**src/rtl/partial_load_unit.sv**
```systemverilog
// Purpose : RV32 load lane unit. Takes one LB/LH/LW/LBU/LHU request, issues a single
//           word read to data memory and returns the sign/zero-extended lane.
// Latency : READ_LATENCY+2 cycles from the accept cycle to LoadValid; faults take 1 cycle.
// Backpr. : single outstanding request; ReqReady only in IDLE, and the result is held
//           in RESP until LoadValid && LoadReady.
//
// Ports:
//   clk, rstn                  clock, synchronous active-low reset
//   LoadReq / ReqReady         request handshake (Instruction, MemAddress captured at accept)
//   MemRdEn / MemRdAddr        one-cycle word-read strobe and word address to data memory
//   MemRdData                  read data, valid READ_LATENCY cycles after MemRdEn
//   LoadData / LoadFault       extended result, or fault flag (data forced to zero)
//   LoadValid / LoadReady      response handshake to writeback
module partial_load_unit #(
  parameter int READ_LATENCY = 1,  // 1..4
  parameter int ADDR_W       = 10
) (
  input  logic              clk,
  input  logic              rstn,
  input  logic              LoadReq,
  output logic              ReqReady,
  input  logic [31:0]       Instruction,
  input  logic [ADDR_W-1:0] MemAddress,
  output logic              MemRdEn,
  output logic [ADDR_W-3:0] MemRdAddr,
  input  logic [31:0]       MemRdData,
  output logic [31:0]       LoadData,
  output logic              LoadFault,
  output logic              LoadValid,
  input  logic              LoadReady
);

  typedef enum logic [1:0] {
    IDLE = 2'd0,
    READ = 2'd1,
    WAIT = 2'd2,
    RESP = 2'd3
  } state_t;

  // funct3 encodings of the supported loads
  localparam logic [2:0] F3_LB  = 3'b000;
  localparam logic [2:0] F3_LH  = 3'b001;
  localparam logic [2:0] F3_LW  = 3'b010;
  localparam logic [2:0] F3_LBU = 3'b100;
  localparam logic [2:0] F3_LHU = 3'b101;

  // Two bits cover the full 1..4 latency range (counter runs READ_LATENCY-1 down to 0).
  localparam logic [1:0] CNT_INIT = 2'(READ_LATENCY - 1);

  state_t              state_q, state_d;
  logic [2:0]          funct3_q, funct3_d;
  logic [1:0]          off_q, off_d;
  logic [ADDR_W-3:0]   waddr_q, waddr_d;
  logic [1:0]          cnt_q, cnt_d;
  logic [31:0]         data_q, data_d;
  logic                fault_q, fault_d;

  // Only funct3 is meaningful here; the rest of the instruction is decoded elsewhere.
  logic unused_instr_bits;
  assign unused_instr_bits = ^{Instruction[31:15], Instruction[11:0]};

  // ---------------------------------------------------------------------------
  // Fault classification of the request being captured. The result is stored
  // alongside the captured funct3/offset, so the decision always refers to the
  // values the request was accepted with.
  // ---------------------------------------------------------------------------
  logic [2:0] req_funct3;
  logic [1:0] req_off;
  logic       req_illegal;
  logic       req_misaligned;
  logic       req_fault;

  assign req_funct3 = Instruction[14:12];
  assign req_off    = MemAddress[1:0];

  always_comb begin
    req_illegal    = 1'b0;
    req_misaligned = 1'b0;
    case (req_funct3)
      F3_LB, F3_LBU:  req_misaligned = 1'b0;
      F3_LH, F3_LHU:  req_misaligned = req_off[0];
      F3_LW:          req_misaligned = (req_off != 2'b00);
      default:        req_illegal    = 1'b1;  // 011, 110, 111
    endcase
  end

  assign req_fault = req_illegal | req_misaligned;

  // ---------------------------------------------------------------------------
  // Lane extraction from the returned word using the captured offset/funct3.
  // ---------------------------------------------------------------------------
  logic [7:0]  byte_lane;
  logic [15:0] half_lane;
  logic [31:0] extracted;

  always_comb begin
    byte_lane = MemRdData[7:0];
    case (off_q)
      2'd0: byte_lane = MemRdData[7:0];
      2'd1: byte_lane = MemRdData[15:8];
      2'd2: byte_lane = MemRdData[23:16];
      2'd3: byte_lane = MemRdData[31:24];
      default: byte_lane = MemRdData[7:0];
    endcase
  end

  assign half_lane = off_q[1] ? MemRdData[31:16] : MemRdData[15:0];

  always_comb begin
    extracted = MemRdData;
    case (funct3_q)
      F3_LB:   extracted = {{24{byte_lane[7]}}, byte_lane};
      F3_LBU:  extracted = {24'd0, byte_lane};
      F3_LH:   extracted = {{16{half_lane[15]}}, half_lane};
      F3_LHU:  extracted = {16'd0, half_lane};
      F3_LW:   extracted = MemRdData;
      default: extracted = 32'd0;  // unreachable: illegal encodings never issue a read
    endcase
  end

  // ---------------------------------------------------------------------------
  // Next-state logic
  // ---------------------------------------------------------------------------
  always_comb begin
    state_d  = state_q;
    funct3_d = funct3_q;
    off_d    = off_q;
    waddr_d  = waddr_q;
    cnt_d    = cnt_q;
    data_d   = data_q;
    fault_d  = fault_q;

    case (state_q)
      IDLE: begin
        if (LoadReq) begin
          funct3_d = req_funct3;
          off_d    = req_off;
          waddr_d  = MemAddress[ADDR_W-1:2];
          if (req_fault) begin
            // Faulting loads never touch memory and answer on the next cycle.
            fault_d = 1'b1;
            data_d  = 32'd0;
            state_d = RESP;
          end else begin
            fault_d = 1'b0;
            state_d = READ;
          end
        end
      end

      READ: begin
        cnt_d   = CNT_INIT;
        state_d = WAIT;
      end

      WAIT: begin
        if (cnt_q == 2'd0) begin
          data_d  = extracted;
          state_d = RESP;
        end else begin
          cnt_d = cnt_q - 2'd1;
        end
      end

      RESP: begin
        // Returning to IDLE (not accepting directly) keeps a one-cycle gap so a
        // new request is never taken in the handshake cycle.
        if (LoadReady) begin
          state_d = IDLE;
        end
      end

      default: state_d = IDLE;
    endcase
  end

  // ---------------------------------------------------------------------------
  // State registers. A reset in any state drops the in-flight request; any data
  // still arriving from memory is never sampled because WAIT is left behind.
  // ---------------------------------------------------------------------------
  always_ff @(posedge clk) begin
    if (!rstn) begin
      state_q  <= IDLE;
      funct3_q <= 3'd0;
      off_q    <= 2'd0;
      waddr_q  <= '0;
      cnt_q    <= 2'd0;
      data_q   <= 32'd0;
      fault_q  <= 1'b0;
    end else begin
      state_q  <= state_d;
      funct3_q <= funct3_d;
      off_q    <= off_d;
      waddr_q  <= waddr_d;
      cnt_q    <= cnt_d;
      data_q   <= data_d;
      fault_q  <= fault_d;
    end
  end

  // ---------------------------------------------------------------------------
  // Outputs: all derived from registered state, so they are glitch-free and
  // stable for the whole cycle.
  // ---------------------------------------------------------------------------
  assign ReqReady  = (state_q == IDLE);
  assign MemRdEn   = (state_q == READ);
  assign MemRdAddr = waddr_q;
  assign LoadValid = (state_q == RESP);
  assign LoadData  = data_q;
  assign LoadFault = fault_q;

endmodule

```
**config.mk**
```make
export PLATFORM = sky130hd
export DESIGN_NAME = partial_load_unit
export DESIGN_NICKNAME = d
export VERILOG_FILES = /design/src/rtl/partial_load_unit.sv
export SDC_FILE = /design/constraint.sdc
export NUM_CORES = 1
export LEC_CHECK = 0
export BUFFER_PORTS_ARGS = -buffer_cell sky130_fd_sc_hd__buf_2
export CORE_MARGIN = 2
export CORE_UTILIZATION = 51
export CTS_BUF_LIST = sky130_fd_sc_hd__clkbuf_4
export CTS_CLUSTER_SIZE = 12
export DETAILED_ROUTE_END_ITERATION = 10
export PLACE_DENSITY = 0.86
export SYNTH_ARGS = -nofsm -noshare
export SYNTH_HDL_FRONTEND = slang
export SYNTH_SLANG_ARGS = --single-unit
```
**constraint.sdc**
```tcl
create_clock -name clk -period 2.64 [get_ports clk]
set_clock_uncertainty 0.15 [all_clocks]
set_input_delay 0.264 -clock clk [delete_from_list [all_inputs] [get_ports clk]]
set_output_delay 0.264 -clock clk [all_outputs]
set_load 0.05 [all_outputs]
```
After elaboration in Yosys (flattened, before gate mapping)
Cells that the tools add are included.
Widths: inputs -> output; s select.

storage, ports and cells
  register bits after elaboration = 50
  bits in latches = 0
  bits in writable memories = 0
  memory bits (read-only) = 0
  input bits = 78
  output and inout port bits = 44
  logic and storage cells = 59
  memories = 0

operators by class
  $add $sub $neg = 1
  multipliers = 0
  div/mod/pow operators = 0
  $lt $le $gt $ge = 0
  equal/unequal tests = 19
  shift-type cells = 0
  muxes and demuxes = 17
  bitwise gates (word level) = 1
  reduce and logical (&&, ||, !) cells = 14

operators by type and width
  kind                number
  $pmux 32 s5         1
  $mux 32             3
  $pmux 32 s2         1
  $pmux 8 s4          1
  $mux 16             1
  $eq 3x3->1 const B  4
  $mux 2              5
  $eq 2x2->1 const B  4
  $pmux 2 s4          1
  $eq 3x1->1 const B  2
  $eq 3x2->1 const B  2
  $logic_not 2->1     3
  $logic_not 3->1     2
  $ne 2x2->1 const B  3
  $reduce_bool 2->1   3
  $reduce_or 5->1     1
  $eq 2x1->1 const B  2
  $ne 2x1->1 const B  2
  $pmux 2 s2          1
  $reduce_and 2->1    2
  $reduce_and 4->1    1
  $reduce_and 3->1    1
  $mux 1              2
  $pmux 1 s2          1
  3 further kinds     3

Longest topological paths before layout
Gate-level depths: netlist (run 1).

  word-level depth = 7
  gate-level depth with buffers = 7
  gate-level depth less buffers = 6

Least setup slack after synthesis (run 1)
Ideal clock, no wire load.

  path kind = reg2reg
  from = register state_q[0]
  to = register data_q[6], in the netlist LoadData[6]
  setup time = 117 ps
  arrival = 1834 ps
  data required time = 2373 ps
  slack = 539 ps
  stages on the path, launching flop included = 8
  path buffers = 2
  clock period less this slack = 2101 ps
  path through = dfxtp_1 > inv_1 > ha_1 > nand3_1 > and3_1 > buf_2 > buf_6 > a32o_1

between the ends
  cells in the longest elaborated chain, start to end = 3
  elaborated cells on any way between the ends = 8
  classes of those cells = eq/ne: 4; mux: 1; reduce/logical: 3

RTL lines
  item                                                       line  RTL
  from (decl)                                                50    state_t state_q, state_d;
  from (signal assigned)                                     191   state_q <= state_d;
  $logic_not 2->1 (*)                                        -
  net ReqReady                                               21    output logic ReqReady,
  $ne 2x1->1 (no source line), or another cell as far along  -
  $reduce_and 4->1 (no source line)                          -
  to (signal assigned)                                       196   data_q <= data_d;
  to (decl)                                                  55    logic [31:0] data_q, data_d;

Mark *: on every way through the listed nets, which the timed path passes. The rest lies on a longest branch.
A chain may end at the register's enable or synchronous reset.

Worst setup path after layout (run 1)
  from = register funct3_q[1]
  to = register data_q[30], in the netlist LoadData[30]

between the ends
  cells in the longest elaborated chain, start to end = 4
  elaborated cells on any way between the ends = 8
  classes of those cells = eq/ne: 4; mux: 3; reduce/logical: 1

RTL lines
  item                                      line  RTL
  from (decl)                               51    logic [2:0] funct3_q, funct3_d;
  from (signal assigned)                    192   funct3_q <= funct3_d;
  $eq 3x2->1, or another cell as far along  111   case (funct3_q)
  $pmux 32 s5 (*)                           111
  $mux 32 (*)                               157   if (cnt_q == 2'd0) begin
  $pmux 32 s2 (*)                           133   case (state_q)

Mark *: on every way between the ends. The rest lies on a longest branch, timed or not. The select of a mux whose other input is x is not followed.

==> results of run 1 <==
[critical path, delay by kind of cell, from the launching register on]
kind / cells / cell delay (ps)
simple gates: 1 / 550
compound gates: 2 / 200
flops: 1 / 780
buf+inv: 1 / 270
[through the flow]
step	area, um2	cells
final	3140	428
after global routing	3140	428
after CTS	3130	427
after detailed placement	3000	411
after global placement	3000	411
after floorplan	2540	269
[how the worst max path moves through the flow]
stage | from | end | slack, ps
after CTS | off_q[1] | LoadData[12] | 640
after global routing | funct3_q[1] | LoadData[25] | 410
after global placement | off_q[1] | LoadData[13] | 700
after floorplan | state_q[0] | LoadData[6] | 540
final | funct3_q[1] | LoadData[30] | 620
after detailed placement | off_q[1] | LoadData[12] | 640
[placed cells by master, fill, tap and decap left out, types with 2 or more instances in the layout]
cell           Yosys  layout
a221o_1            8       8
nor2_1             8       8
ha_1               5       5
o211a_1            2       2
and3_1             2       2
nand2_1           31      31
inv_1              9       9
nor2b_1            5       5
o21ai_0            7       7
o2bb2ai_1         16      16
o21ba_2            2       2
a21boi_0          13      13
a32o_1             7       7
a22o_1             9       9
dfxtp_1           50      50
a21oi_1           28      28
dlygate4sd3_1      0       9
mux2i_1            8       8
o32a_1             6       6
nand3_1            2       2
nand2b_1           2       2
nor3_1             2       2
buf_4              2       6
mux2_2             7       7
clkbuf_4           0       6
buf_2              6      92
[cell families (layout without fill, tap and decap cells)]
kind of cell	count (synthesis)	in the layout	synth area share
multiplexers	17	17	0.0759
adder cells (fa/ha/maj)	5	5	0.0246
flip-flops	50	50	0.394
buffers and inverters	32	124	0.0651
AND/OR/NAND/NOR	58	58	0.113
AO/OA/AOI/OAI	107	107	0.327
[per-layer routing]
layer / vias to the layer above / routed length (um) / track usage
met2: 89 / 3190 / 0.411
met4: 0 / 35 / 0.0635
li1: 1190 / - / -
met1: 1087 / 2710 / 0.282
met3: 2 / 449 / 0.0528
met5: - / 0 / 0
[final cells by class]
class,count,area [um2]
clock inverter,2,8.76
inverter,9,33.8
clock buffer,6,45.0
timing repair buffer,107,596
sequential,50,1000
fill,413,1610
multi-input combinational,187,1370
tap,67,83.8
[sequential cells by signal (all words and copies together) (netlist names)]
| name | count |
|---|---|
| funct3_q | 3 |
| LoadData | 32 |
| state_q | 2 |
| MemRdAddr | 8 |
| off_q | 2 |
| cnt_q | 2 |
| LoadFault | 1 |
[where the power goes]
| part | switching (W) | internal [W] |
|---|---|---|
| sequential | 0.000116 | 0.000901 |
| clock | 0.000231 | 0.000111 |
| combinational | 0.00105 | 0.000480 |
==> Implementation_results.wiki, run 1 <==
{| class="wikitable"
! Metric !! Value
|-
| Status || completed
|-
| Cell-by-cell trace of the critical path || nor2b_1, buf_4, a21oi_1, o2bb2ai_1
|-
| Worst slew slack as a fraction of its limit || 0.548
|-
| Number of vias in the routed layout || 2368
|-
| Clock period minus worst slack || 2020 ps
|-
| Number of cells traversed by the worst register-to-register path || 4
|-
| Final-stage net count || 443
|-
| CTS buffer count || 5
|-
| Count of antenna-violating nets left after detailed routing || 0
|-
| Hold-fix buffer count after cts || 8
|-
| Hold Path Origin || Instruction[14]
|-
| Synth Flop Type || dfxtp_1
|-
| Sequential element share of the synthesized area || 0.394
|-
| Kind of capture point of the worst setup path || flop
|-
| GR Util All Layers || 0.232
|-
| Number of synthesized flops with an enable pin || 0
|-
| Post-synthesis cell type with the largest combined area || dfxtp_1
|-
| Final hold violation count || 0
|-
| Register clock-pin slew on the reported worst setup and hold paths || 140 ps
|-
| DIE HEIGHT || 74.6 um
|-
| Cell with the largest stage delay on the worst path || dfxtp_1
|-
| Total setup buffers inserted after CTS || 0
|-
| Delay contributed by the slowest stage of the critical path || 780 ps
|-
| Final number of max-transition violations || 0
|-
| Top cell type's share of synthesized area || 0.394
|-
| Crit start category || flop
|-
| Transition time of the tightest slew-check pin || 677 ps
|-
| Required arrival time at the worst endpoint || 2770 ps
|-
| Number of DRC markers after the initial detailed-route iteration || 163
|-
| Detailed-route wire length || 6380 um
|-
| Avg WL per Cell || 14.9 um
|-
| Ratio of total power to cell area || 920 nW/um2
|-
| Async S/R FF share, synth || 0
|-
| Critical register-to-register path startpoint || funct3_q[1]
|-
| Worst Slack Setup Final || 621 ps
|-
| Leakage component of the power || 1.39 nW
|-
| Depth of the worst hold-timing path || 3
|-
| Area of the mapped netlist || 2540 um2
|-
| Final standard cell utilization of the core || 0.661
|-
| Average vias per placed instance || 5.53
|-
| Commonest cells in the netlist || dfxtp_1 (50), nand2_1 (31), a21oi_1 (28)
|-
| Mapped Cells || 269
|-
| Area grow syn2layout || 23.7%
|-
| Max Fanout on Critical Path || 22
|-
| Clock network latency to the later pin of the worst-skew pair || 350 ps
|-
| Largest net degree at the start of global routing || 33
|-
| Hold Crit Class || in -> reg
|-
| Final setup TNS || 0 ps
|-
| # H-tree levels || 2
|-
| Endpoints failing setup || 0
|-
| Share of final-layout standard cells stronger than drive strength 1 || 0.335
|-
| Global route total overflow || 0
|-
| Post-cts resize count || 0
|-
| Final weighted congestion in routability-driven placement || 0.802
|-
| Number of sinks handled by clock tree synthesis || 50
|-
| Mean area per synthesized cell || 9.44 um2
|-
| Setup repair after global routing missed its margin || false
|-
| Ys Warns || 0
|-
| Initial antenna violation count || 0
|-
| Dpl ws || 637 ps
|-
| Number of ports placed on the die boundary || 122
|-
| Detailed Place HPWL || 4600 um
|-
| Maximum clock frequency || 0.495 GHz
|-
| DRC Markers || 0
|-
| Unique cell type count in the Yosys netlist || 44
|-
| Worst Hold Margin || 31.3 ps
|-
| Reg2Reg Setup Slack || 620 ps
|-
| Clock tree from TritonCTS || yes
|-
| Worst ir drop on vdd || 695 uV
|-
| Initial core utilization || 0.534
|-
| Most instantiated library cell after synthesis || dfxtp_1
|-
| Post-synthesis net count || 352
|-
| Hold Crit Endpoint || funct3_q[2]
|-
| Root Buffer Master || clkbuf_4
|-
| Arrival time at the worst endpoint || 2150 ps
|-
| First-pass GRT wire length || 10000 um
|-
| Final cycle utilization of the critical path || 0.765
|-
| Width of the die || 74.6 um
|-
| Count of input and output buffers || 92
|-
| Area contributors post-synth || dfxtp_1 (39%), a21oi_1 (5.5%), o2bb2ai_1 (5.5%)
|-
| Final total power || 0.00289 W
|-
| Endpoint of the worst-slack reg-to-reg timing path || LoadData[30]
|-
| Antenna diode instance count || 0
|-
| Die Area || 5560 um2
|-
| Crit Path Category || reg -> reg
|-
| Maximum count of clock buffers along a single path || 2
|-
| Max_cap viols || 0
|-
| Standard-cell row count || 25
|-
| Core region area || 4750 um2
|-
| Number of synthesized register bits || 50
|-
| Vias in the first global route || 2263
|-
| Detailed-router iteration count before antenna repair || 4
|}
Power figures use the tool's default switching activity.
==> inputs of run 2 (changes only) <==
--- a/config.mk
+++ b/config.mk
@@ -7,11 +7,11 @@
 export LEC_CHECK = 0
 export BUFFER_PORTS_ARGS = -buffer_cell sky130_fd_sc_hd__buf_2
 export CORE_MARGIN = 2
-export CORE_UTILIZATION = 51
+export CORE_UTILIZATION = 48
 export CTS_BUF_LIST = sky130_fd_sc_hd__clkbuf_4
 export CTS_CLUSTER_SIZE = 12
 export DETAILED_ROUTE_END_ITERATION = 10
-export PLACE_DENSITY = 0.86
+export PLACE_DENSITY = 0.82
 export SYNTH_ARGS = -nofsm -noshare
 export SYNTH_HDL_FRONTEND = slang
 export SYNTH_SLANG_ARGS = --single-unit
==> constraint.sdc (replaced) <==
create_clock -name clk -period 1.9 [get_ports clk]
set_clock_uncertainty 0.15 [all_clocks]
set_input_delay 0.19 -clock clk [delete_from_list [all_inputs] [get_ports clk]]
set_output_delay 0.19 -clock clk [all_outputs]
set_load 0.05 [all_outputs]
==> Implementation_results.wiki, run 2 (synthesis results as in run 1) <==
{| class="wikitable"
! Metric !! Value
|-
| DIE HEIGHT || 76.7 um
|-
| DRC Markers || 0
|-
| Worst Slack Setup Final || 51.9 ps
|-
| Status || completed
|-
| Avg WL per Cell || 15.1 um
|-
| Final weighted congestion in routability-driven placement || 0.797
|-
| Initial core utilization || 0.497
|-
| Cell-by-cell trace of the critical path || dlygate4sd3_1, buf_2, mux4_2, nor4b_4, a221o_1, a22o_1
|-
| Count of input and output buffers || 92
|-
| Worst ir drop on vdd || 1000 uV
|-
| Top library cells by usage in the layout, fill and taps aside || buf_2 (92), dfxtp_1 (48), nand2_1 (31)
|-
| Width of the die || 76.7 um
|-
| Instance area after placement || 3100 um2
|-
| Crit Path Category || in -> reg
|-
| Final total power || 0.00432 W
|-
| Post-route standard cell area excluding fillers || 3470 um2
|-
| Share of final-layout standard cells stronger than drive strength 1 || 0.349
|-
| Antenna diode instance count || 0
|-
| Final number of max-transition violations || 0
|-
| Crit start category || primary input
|-
| Final setup TNS || 0 ps
|-
| Count of antenna-violating nets left after detailed routing || 0
|-
| Standard-cell row count || 26
|-
| Endpoints failing setup || 0
|-
| Kind of capture point of the worst setup path || flop
|-
| Detailed Place HPWL || 4860 um
|-
| Number of cells traversed by the worst register-to-register path || 4
|-
| Final-stage net count || 472
|-
| Final hold violation count || 0
|-
| Leakage component of the power || 1.54 nW
|-
| Ratio of total power to cell area || 1240 nW/um2
|-
| Final cycle utilization of the critical path || 0.973
|-
| Number of sinks handled by clock tree synthesis || 50
|-
| Average vias per placed instance || 5.59
|-
| Transition time of the tightest slew-check pin || 538 ps
|-
| Number of ports placed on the die boundary || 122
|-
| Clock network latency to the later pin of the worst-skew pair || 370 ps
|-
| Largest net degree at the start of global routing || 33
|-
| Maximum clock frequency || 0.541 GHz
|-
| Max FFs per register || 32
|-
| Vias in the first global route || 2537
|-
| Number of DRC markers after the initial detailed-route iteration || 156
|-
| # H-tree levels || 2
|-
| CTS buffer count || 5
|-
| Max Fanout on Critical Path || 8
|-
| Root Buffer Master || clkbuf_4
|-
| Worst slew slack as a fraction of its limit || 0.640
|-
| Maximum count of clock buffers along a single path || 2
|-
| Depth of the worst hold-timing path || 3
|-
| Clock tree from TritonCTS || yes
|-
| Footprint of the flip-flops and latches || 1000 um2
|-
| Core region area || 5110 um2
|-
| Hold Crit Class || in -> reg
|-
| GR Util All Layers || 0.244
|-
| Cell with the largest stage delay on the worst path || dlygate4sd3_1
|-
| Arrival time at the worst endpoint || 1990 ps
|-
| Area grow syn2layout || 36.6%
|-
| Initial antenna violation count || 0
|-
| Commonest non-fill, non-tap cell in the layout || buf_2
|-
| Die Area || 5890 um2
|-
| Global route total overflow || 0
|-
| Max_cap viols || 0
|-
| Register clock-pin slew on the reported worst setup and hold paths || 150 ps
|-
| Delay contributed by the slowest stage of the critical path || 530 ps
|-
| Fill cells || 433
|-
| Number of vias in the routed layout || 2572
|-
| Setup repair after global routing missed its margin || true
|-
| Number of placed instances with taps included || 424
|-
| Detailed-route wire length || 6970 um
|-
| Area of combinational cells with multiple inputs || 1380 um2
|-
| Dpl ws || 65.0 ps
|-
| First-pass GRT wire length || 11600 um
|-
| Clock period minus worst slack || 1850 ps
|-
| Required arrival time at the worst endpoint || 2040 ps
|-
| Filler-free cell count of the finished design || 460
|-
| Detailed-router iteration count before antenna repair || 4
|}
==> run 2: cell count changes in the layout (fill, tap and decap cells not counted), sizes merged <==
cell         before  now
bufinv            0    1
clkbuf            6    5
buf              98  108
dlygate4sd3       9   28
==> run 2: final timing paths <==
| path | startpoint | endpoint | slack [ps] |
|---|---|---|---|
| hold / removal | MemRdData[14] | LoadData[14] | 20 |
| hold reg to reg | MemRdAddr[6] | MemRdAddr[6] | 320 |
| setup / recovery | MemRdData[31] | LoadData[12] | 50 |
| setup reg to reg | off_q[1] | LoadData[12] | 120 |
==> run 2: cell type report <==
cell class	count	share of cell area
multi-input cells	187	0.398
well taps	70	0.0253
clock inverters	3	0.0115
flip-flops and latches	50	0.289
repair buffers	136	0.256
clock buffers	5	0.0108
inverters	9	0.00974
==> run 2: metal layers <==
| layer | track usage | part of all wire | wire length (um) |
|---|---|---|---|
| met1 | 0.278 | 0.40 | 2780 |
| met4 | 0.104 | 0.027 | 188 |
| met2 | 0.427 | 0.50 | 3470 |
| met3 | 0.0647 | 0.075 | 525 |
| met5 | 0 | 0 | 0 |
==> run 2: worst max-delay path: cells and delay by family <==
family | cells | cell delay (ps)
AOI/OAI and AO/OA | 2 | 480
buffers and inverters | 2 | 670
and+or+nand+nor | 1 | 170
muxes | 1 | 470
==> run 2: what timing repair did <==
action / in CTS / in global routing
hold endpoints to repair: 28 / 0
gates resized for setup: 0 / 3
hold buffers: 28 / 0
setup buffers: 0 / 0
setup endpoints to repair: 0 / 21
==> run 2: power breakdown <==
group,total (W),switching [W],internal (W)
Sequential,0.00140,0.000144,0.00126
Combinational,0.00230,0.00152,0.000781
Clock,0.000613,0.000340,0.000273
Total,0.00432,0.00201,0.00231
==> run 2: through the flow <==
step                 util  hold slack [ps]
floorplan               -              185
global placement    0.608              289
detailed placement  0.608              295
CTS                 0.678             9.70
global route        0.679             17.4
finish              0.679             18.5
==> inputs of run 3 (changes only) <==
==> config.mk (replaced) <==
export PLATFORM = sky130hd
export DESIGN_NAME = partial_load_unit
export DESIGN_NICKNAME = d
export VERILOG_FILES = /design/src/rtl/partial_load_unit.sv
export SDC_FILE = /design/constraint.sdc
export NUM_CORES = 1
export LEC_CHECK = 0
export CORE_MARGIN = 1
export CORE_UTILIZATION = 65
export CTS_BUF_LIST = sky130_fd_sc_hd__clkbuf_4
export CTS_CLUSTER_SIZE = 12
export DETAILED_ROUTE_END_ITERATION = 10
export DONT_BUFFER_PORTS = 1
export PLACE_DENSITY = 0.8
export SYNTH_ARGS = -nofsm -noshare
export SYNTH_HDL_FRONTEND = slang
export SYNTH_SLANG_ARGS = --single-unit
==> Implementation_results.wiki, run 3 (synthesis results as in run 1) <==
{| class="wikitable"
! Metric !! Value
|-
| Final total power || 0.00433 W
|-
| Share of final-layout standard cells stronger than drive strength 1 || 0.150
|-
| Kind of capture point of the worst setup path || flop
|-
| Number of vias in the routed layout || 2512
|-
| CTS buffer count || 5
|-
| Area of combinational cells with multiple inputs || 1390 um2
|-
| Initial antenna violation count || 0
|-
| Count of input and output buffers || 0
|-
| Crit start category || flop
|-
| Detailed-route wire length || 7850 um
|-
| Detailed-router iteration count before antenna repair || 5
|-
| Reg2Reg Setup Slack || 90 ps
|-
| Final-stage net count || 402
|-
| Footprint of the flip-flops and latches || 1000 um2
|-
| Cell with the largest stage delay on the worst path || dfxtp_1
|-
| Leakage component of the power || 1.21 nW
|-
| Final hold violation count || 0
|-
| Max FFs per register || 32
|-
| Ratio of total power to cell area || 1350 nW/um2
|-
| Avg WL per Cell || 21.3 um
|-
| Final number of max-transition violations || 0
|-
| Die Area || 4160 um2
|-
| Worst slew slack as a fraction of its limit || 0.576
|-
| GR Util All Layers || 0.375
|-
| Root Buffer Master || clkbuf_4
|-
| Dpl ws || 29.7 ps
|-
| Clock tree from TritonCTS || yes
|-
| Crit Path Category || reg -> reg
|-
| Clock period minus worst slack || 1810 ps
|-
| Endpoints failing setup || 0
|-
| Internal power || 0.00224 W
|-
| Transition time of the tightest slew-check pin || 635 ps
|-
| Number of DRC markers after the initial detailed-route iteration || 318
|-
| Comb power frac || 0.389
|-
| Worst Hold Margin || 20.5 ps
|-
| Worst path most repeated cell || buf_4
|-
| Final cycle utilization of the critical path || 0.954
|-
| Antenna diode instance count || 0
|-
| Standard-cell row count || 22
|-
| Switching portion of total power || 0.483
|-
| Arrival time at the worst endpoint || 1980 ps
|-
| Max Fanout on Critical Path || 12
|-
| Average vias per placed instance || 6.83
|-
| Maximum clock frequency || 0.551 GHz
|-
| Combined buffer and inverter count along the critical path || 2
|-
| Share of total power in the clock network || 0.150
|-
| Commonest non-fill, non-tap cell in the layout || dfxtp_1
|-
| Number of sinks handled by clock tree synthesis || 50
|-
| First-pass GRT wire length || 11900 um
|-
| DRC Markers || 0
|-
| CP top delay family || flip-flops
|-
| Largest net degree at the start of global routing || 33
|-
| Core region area || 3720 um2
|-
| # H-tree levels || 2
|-
| Max_cap viols || 0
|-
| Final setup TNS || 0 ps
|-
| Power spent charging and discharging nets || 0.00209 W
|-
| Detailed Place HPWL || 4370 um
|-
| Final standard cell utilization of the core || 0.863
|-
| Register clock-pin slew on the reported worst setup and hold paths || 170 ps
|-
| Hold Crit Class || in -> reg
|-
| Final weighted congestion in routability-driven placement || 0.793
|-
| Initial core utilization || 0.683
|-
| Worst Slack Setup Final || 86.6 ps
|-
| Required arrival time at the worst endpoint || 2070 ps
|-
| Area grow syn2layout || 26.3%
|-
| Global route total overflow || 0
|-
| Worst ir drop on vdd || 907 uV
|-
| Top library cells by usage in the layout, fill and taps aside || dfxtp_1 (49), dlygate4sd3_1 (46), nand2_1 (31)
|-
| Clock network latency to the later pin of the worst-skew pair || 360 ps
|-
| Count of antenna-violating nets left after detailed routing || 0
|-
| Vias in the first global route || 2447
|-
| Fill cells || 201
|-
| Cell-by-cell trace of the critical path || buf_4, nor2b_1, buf_4, a21oi_1, o2bb2ai_1
|-
| Number of ports placed on the die boundary || 122
|-
| Sequential fraction of design power || 0.461
|-
| Delay contributed by the slowest stage of the critical path || 560 ps
|-
| Width of the die || 64.5 um
|-
| Maximum count of clock buffers along a single path || 2
|-
| DIE HEIGHT || 64.5 um
|-
| Status || completed
|}
==> run 3: path summary, 6_finish.rpt <==
check,cells past startpoint,end,startpoint
max,5,LoadData[26],funct3_q[1]
min,3,off_q[1],LoadReq
max reg2reg,5,LoadData[26],funct3_q[1]
min reg2reg,2,cnt_q[1],cnt_q[1]
==> run 3: timing repair <==
item                                    4_1_cts  5_1_grt
endpoints found under the setup margin        0       33
resized for setup                             0        6
buffers inserted                              0        1
hold endpoints to repair                     49        1
hold buffers                                 45        1
==> run 3: cell type report <==
cell class	count	area share
Timing Repair Buffer	66	0.198
Sequential cell	50	0.313
Tap cell	48	0.0187
Inverter	9	0.0105
Clock inverter	3	0.0137
Clock buffer	5	0.0117
Multi-Input combinational cell	187	0.434
==> run 3: power groups by stage <==
| stage | sequential (W) | clock (W) | combinational [W] |
|---|---|---|---|
| 6_report | 0.00200 | 0.000650 | 0.00168 |
| 5_1_grt | 0.00202 | 0.000686 | 0.00180 |
| 4_1_cts | 0.00199 | 0.000641 | 0.00156 |
| 3_5_place_dp | 0.00201 | 0 | 0.00147 |
| 3_3_place_gp | 0.00201 | 0 | 0.00142 |
| 2_1_floorplan | 0.00195 | 0 | 0.00116 |
==> run 3: tightest hold or removal path: stages <==
cell      delay (ps)
nand2_1          140
nand2_1          110
a21boi_0          60
==> run 3: per-stage QoR <==
stage / cell area, um2 / cells
finish: 3210 / 368
global route: 3210 / 368
CTS: 3170 / 366
detailed placement: 2640 / 313
global placement: 2640 / 313
floorplan: 2540 / 269
==> run 3: layer usage <==
metal	global-route usage	vias up	routed length [um]
li1	-	1110	-
met1	0.404	1190	2910
met2	0.653	170	3940
met3	0.102	42	697
met4	0.219	0	302
met5	0	-	0
